--- src/rtl/calc_pkg.sv ---
// Shared definitions for the calculator keypad datapath: key op codes and
// the digit-entry handshake state machine encoding.
package calc_pkg;

  typedef enum logic [2:0] {
    OP_DIGIT     = 3'b000,
    OP_BACKSPACE = 3'b001,
    OP_CLEAR     = 3'b010,
    OP_SIGN      = 3'b011,
    OP_LOAD      = 3'b100
  } key_op_e;

  typedef enum logic [1:0] {
    ST_IDLE,
    ST_EXEC,
    ST_RELEASE
  } state_e;

endpackage

--- src/rtl/digit_msd_count.sv ---
// Priority encoder: number of significant digits in a packed digit vector,
// i.e. index of the highest nonzero digit plus one (0 when all digits are 0).
module digit_msd_count #(
  parameter int unsigned NDIG = 10,
  parameter int unsigned DW   = 4,
  localparam int unsigned CW  = $clog2(NDIG + 1)
) (
  input  logic [NDIG*DW-1:0] data,
  output logic [CW-1:0]      count
);

  // Scan upward so the highest nonzero digit wins.
  always_comb begin
    count = '0;
    for (int unsigned i = 0; i < NDIG; i++) begin
      if (data[i*DW +: DW] != '0) begin
        count = CW'(i + 1);
      end
    end
  end

endmodule

--- src/rtl/digit_entry_reg.sv ---
// Keypad digit-entry register. Accepts one key per press over valid/ready,
// executes it one cycle later and waits for the key to be released before
// accepting the next one, so a held key never auto-repeats.
module digit_entry_reg
  import calc_pkg::*;
#(
  parameter int unsigned NDIG  = 10,
  parameter int unsigned DW    = 4,
  parameter int unsigned RADIX = 16,
  localparam int unsigned CW   = $clog2(NDIG + 1)
) (
  input  logic               clock,
  input  logic               reset,
  input  logic               clear,
  input  logic               key_valid,
  output logic               key_ready,
  input  logic [2:0]         key_op,
  input  logic [DW-1:0]      key_digit,
  input  logic [NDIG*DW-1:0] load_data,
  output logic [NDIG*DW-1:0] digits,
  output logic [CW-1:0]      count,
  output logic               negative,
  output logic               full,
  output logic               empty,
  output logic               err
);

  state_e              state_q;
  logic [2:0]          op_q;
  logic [DW-1:0]       digit_q;
  logic [NDIG*DW-1:0]  load_q;
  logic [NDIG*DW-1:0]  digits_q;
  logic [CW-1:0]       count_q;
  logic                neg_q;
  logic                err_q;

  logic                digit_bad;
  logic                load_bad;
  logic [CW-1:0]       load_count;

  assign key_ready = (state_q == ST_IDLE);
  assign full      = (count_q == CW'(NDIG));
  assign empty     = (count_q == '0);
  assign digits    = digits_q;
  assign count     = count_q;
  assign negative  = neg_q;
  assign err       = err_q;

  digit_msd_count #(
    .NDIG (NDIG),
    .DW   (DW)
  ) u_msd (
    .data  (load_q),
    .count (load_count)
  );

  // Range checks on the latched key digit and every latched load digit.
  always_comb begin
    digit_bad = (32'(digit_q) >= RADIX);
    load_bad  = 1'b0;
    for (int unsigned i = 0; i < NDIG; i++) begin
      if (32'(load_q[i*DW +: DW]) >= RADIX) begin
        load_bad = 1'b1;
      end
    end
  end

  // Handshake FSM and operand state; the key commits on the EXEC->RELEASE edge.
  always_ff @(posedge clock or negedge reset) begin
    if (!reset) begin
      state_q  <= ST_IDLE;
      op_q     <= '0;
      digit_q  <= '0;
      load_q   <= '0;
      digits_q <= '0;
      count_q  <= '0;
      neg_q    <= 1'b0;
      err_q    <= 1'b0;
    end else if (clear) begin
      state_q  <= ST_IDLE;
      op_q     <= '0;
      digit_q  <= '0;
      load_q   <= '0;
      digits_q <= '0;
      count_q  <= '0;
      neg_q    <= 1'b0;
      err_q    <= 1'b0;
    end else begin
      // err is a single-cycle pulse
      err_q <= 1'b0;
      case (state_q)
        ST_IDLE: begin
          if (key_valid) begin
            op_q    <= key_op;
            digit_q <= key_digit;
            load_q  <= load_data;
            state_q <= ST_EXEC;
          end
        end
        ST_EXEC: begin
          state_q <= ST_RELEASE;
          case (op_q)
            OP_DIGIT: begin
              if (digit_bad || full) begin
                err_q <= 1'b1;
              end else if (!(empty && digit_q == '0)) begin
                // Leading zeros are dropped so count tracks significant digits.
                digits_q <= {digits_q[(NDIG-1)*DW-1:0], digit_q};
                count_q  <= count_q + CW'(1);
              end
            end
            OP_BACKSPACE: begin
              if (!empty) begin
                digits_q <= {{DW{1'b0}}, digits_q[NDIG*DW-1:DW]};
                count_q  <= count_q - CW'(1);
                if (count_q == CW'(1)) begin
                  neg_q <= 1'b0;
                end
              end
            end
            OP_CLEAR: begin
              digits_q <= '0;
              count_q  <= '0;
              neg_q    <= 1'b0;
            end
            OP_SIGN: begin
              if (!empty) begin
                neg_q <= ~neg_q;
              end
            end
            OP_LOAD: begin
              if (load_bad) begin
                err_q <= 1'b1;
              end else begin
                digits_q <= load_q;
                count_q  <= load_count;
                // A loaded zero is never negative.
                if (load_count == '0) begin
                  neg_q <= 1'b0;
                end
              end
            end
            default: err_q <= 1'b1;
          endcase
        end
        ST_RELEASE: begin
          if (!key_valid) begin
            state_q <= ST_IDLE;
          end
        end
        default: state_q <= ST_IDLE;
      endcase
    end
  end

endmodule

--- config.mk ---
export PLATFORM = sky130hd
export DESIGN_NAME = digit_entry_reg
export DESIGN_NICKNAME = d
export VERILOG_FILES = /design/src/rtl/calc_pkg.sv /design/src/rtl/digit_msd_count.sv /design/src/rtl/digit_entry_reg.sv
export SDC_FILE = /design/constraint.sdc
export NUM_CORES = 1
export LEC_CHECK = 0
export CAP_MARGIN = 20
export CORE_MARGIN = 1
export CORE_UTILIZATION = 59
export CTS_BUF_LIST = sky130_fd_sc_hd__clkbuf_8
export DETAILED_ROUTE_END_ITERATION = 12
export GPL_TIMING_DRIVEN = 0
export PLACE_DENSITY = 0.89
export SLEW_MARGIN = 20
export SYNTH_ARGS = -nofsm -noshare
export SYNTH_HDL_FRONTEND = slang
export SYNTH_SLANG_ARGS = --single-unit
export TNS_END_PERCENT = 100
--- constraint.sdc ---
create_clock -name clock -period 3 [get_ports clock]
set_input_delay 0.9 -clock clock [delete_from_list [all_inputs] [get_ports clock]]
set_output_delay 0.9 -clock clock [all_outputs]
set_load 0.1 [all_outputs]
==> flow_metrics.tcl <==
set metrics [dict create \
    num-fill-cells 628 \
    cts_tree "done" \
    finalPower_uw 3430 \
    layout_min_cycle_time_ps 2970 \
    grt_max_degree 70 \
    tns_ps 0 \
    ios 100 \
    endpoint_kind "output pin" \
    cp_slowest_cell "clkdlybuf4s50_1" \
    finalWirelength_um 18600 \
    status "completed" \
    path_max_fanout 6 \
    finalSetupViolCount 0 \
    yosysSeqAreaShare_pct 44.3 \
    crit_required_ps 2100 \
    synth-async-reset-ratio_pct 100 \
    max_freq_ghz 0.336 \
    synth_seq_cells 95 \
    fin_util_pct 77.7 \
    synth_ff_type "dfrtp_1" \
    final-instance-count-excl-fill 847 \
    synth_area_mm2 0.00537 \
    clk_pin_slew_ps 100 \
    cpPeakStageDelay_ps 1190 \
    worst_hold_path_type "primary input to async pin" \
    grt_pass1_wl_um 29600 \
    routedWlPerCell_um 22.0 \
    critPathBufInv 1 \
    r2r-start "count[0]" \
    port_buffers 99 \
    cp-start-kind "flip-flop" \
    dp_hpwl_um 12900 \
    synth.distinct_cells 53 \
    grt_pass1_vias 5700 \
    peakVddDrop_mv 0.288 \
    h-tree-depth 3 \
    synth_top_area_share_pct 44.3 \
    arrival_ps 2070 \
    fin_crit_sh_pct 99.2 \
    clock_skew_ps 17.2 \
    cts_inserted_buffers 9 \
    dr.pass1.iters 6 \
    p_per_area_mw_per_mm2 504 \
    die_height_um 97.4 \
    diodes 0 \
    synth_cells 623 \
    yosys_warnings 0 \
    syn_nets 678 \
    avgViaCountPerCell 7.13 \
    row_count 34 \
    clock_latency_ps 380 \
    tightest_slew_ps 982 \
    critPathTopFamily "buffers and inverters" \
    design.core.area_mm2 0.00876 \
    cts_root_buffer "clkbuf_8" \
    fin_nets 789 \
    drtIter0Drc 673 \
    dp.cells 831 \
    placed_cell_area_mm2 0.00654 \
    crit_chain "clkdlybuf4s50_1" \
    synth_top_area_cell "dfrtp_1" \
    syn2layout_area_growth_pct 26.9 \
    leakagePower_uw 0.00282 \
    netlist_top_cells_area "dfrtp_1 44%, nand2_1 8.1%, a22o_1 7.7%, o221ai_1 5.9%, a21oi_1 4.3%" \
    slew_violations 0 \
    maxCapViolations 0 \
    fin_area_mm2 0.00681 \
    seq_area_mm2 0.00238 \
    maxSlewHeadroom_pct 34.4 \
    path_class "flip-flop to output pin" \
    grt_use_total_pct 39.2 \
    synth_enable_flop_cells 0 \
    die_area_mm2 0.00948 \
    drive_above_1_share_pct 5.14 \
    synth_area_per_cell_um2 8.62 \
    rsz0062_at_grt "false" \
    multi_input_area_mm2 0.00273 \
    drc_errors 0 \
    antenna_found_initial 0 \
    postCtsHoldBufs 0 \
    cts.sink_count 95 \
    initial_core_util_pct 61.3 \
    final-hold-violation-count 0 \
    die_width_um 97.4 \
    antenna_left 0 \
    critical_path.startpoint "digits[30]" \
    vias 6039 \
    grt_overflow 0 \
    place.gp.congestion 0.993 \
    clk_path_buf_depth 2 \
]
==> cell usage after synthesis (2+ instances only) <==
cell type / number
a211oi_1: 4
a21boi_0: 2
a21oi_1: 46
a221oi_1: 4
a22o_1: 47
a22oi_1: 2
and2_1: 2
and3_1: 3
and3b_1: 2
buf_1: 5
buf_2: 8
clkbuf_1: 49
dfrtp_1: 95
ha_1: 4
inv_1: 5
inv_2: 2
nand2_1: 116
nand2b_1: 2
nand3_1: 39
nor2_1: 16
nor2b_1: 4
nor3_1: 4
nor3b_1: 2
nor4_1: 11
nor4b_1: 2
o21ai_0: 40
o21ai_1: 5
o221ai_1: 36
o22ai_1: 36
o31ai_1: 4
o41ai_1: 2
or2_1: 2
or4_4: 2
==> cell families (layout without fill, tap and decap cells) <==
family / Yosys count / in the layout / share of synthesized area (%)
DFF: 95 / 95 / 44.3
and+or+nand+nor: 215 / 215 / 18.9
adders and majority gates: 4 / 4 / 0.932
xor gates and xnor gates: 1 / 1 / 0.163
AOI/OAI and AO/OA: 238 / 238 / 30.6
buffers and inverters: 70 / 186 / 5.08
==> what timing repair did <==
item                       4_1_cts  5_1_grt
buffers inserted                 0        0
pin swaps                        0        0
setup endpoints to repair        3       13
resized for setup                7       14
==> area by class of cell <==
| type | instances | area share, % |
|---|---|---|
| multi-input cells | 458 | 40.1 |
| flip-flops and latches | 95 | 34.9 |
| repair buffers | 100 | 15.3 |
| plain buffers | 62 | 3.56 |
| well taps | 108 | 1.98 |
| clock inverters | 7 | 1.84 |
| clock buffers | 9 | 1.82 |
| inverters | 8 | 0.441 |
==> worst paths after layout <==
kind	end	cells past startpoint	slack (ps)
min reg2reg	load_q[28]	1	550
max in group asynchronous	load_q[16]	2	1990
min in group clock	load_q[28]	1	550
min	load_q[37]	1	370
max reg2reg	digits[8]	8	270
max	digits[30]	1	30
==> per-layer routing <==
metal	part of all wire [%]	global-route usage [%]
met1	38	55.6
met2	45	60.0
met3	13	6.55
met4	3.8	16.4
met5	0	0
==> placed cells by master (no fill, tap or decap), types with 5 or more instances in the layout <==
master and n:
nand3_1 39, nand2_1 116, buf_2 9, dfrtp_1 95
nor4_1 11, o22ai_1 36, a22o_1 47, clkbuf_1 49
clkdlybuf4s50_1 83, o221ai_1 36, nor2_1 16, buf_1 5
inv_1 5, o21ai_0 40, o21ai_1 5, a21oi_1 46
dlymetal6s2s_1 12, clkbuf_8 9
==> flip-flops by register name (all words and copies together), names as in the netlist <==
name and flops:
op_q 3, digit_q 4, negative 1, count 4
err 1, load_q 40, state_q 2, digits 40
==> power by group <==
part           leakage (uW)  switching, uW  internal [uW]  total (uW)
logic               0.00139            639            293         932
registers           0.00130           90.3           1340        1430
clock network      0.000125            502            566        1070
==> through the flow <==
| step | setup WS [ps] | hold slack, ps |
|---|---|---|
| 2_1_floorplan | -16.1 | 497 |
| 3_3_place_gp | -2320 | 524 |
| 3_5_place_dp | -157 | 523 |
| 4_1_cts | 4.65 | 382 |
| 5_1_grt | 1.41 | 383 |
| 6_report | 25.2 | 371 |
(Power assumes the default switching activity.)
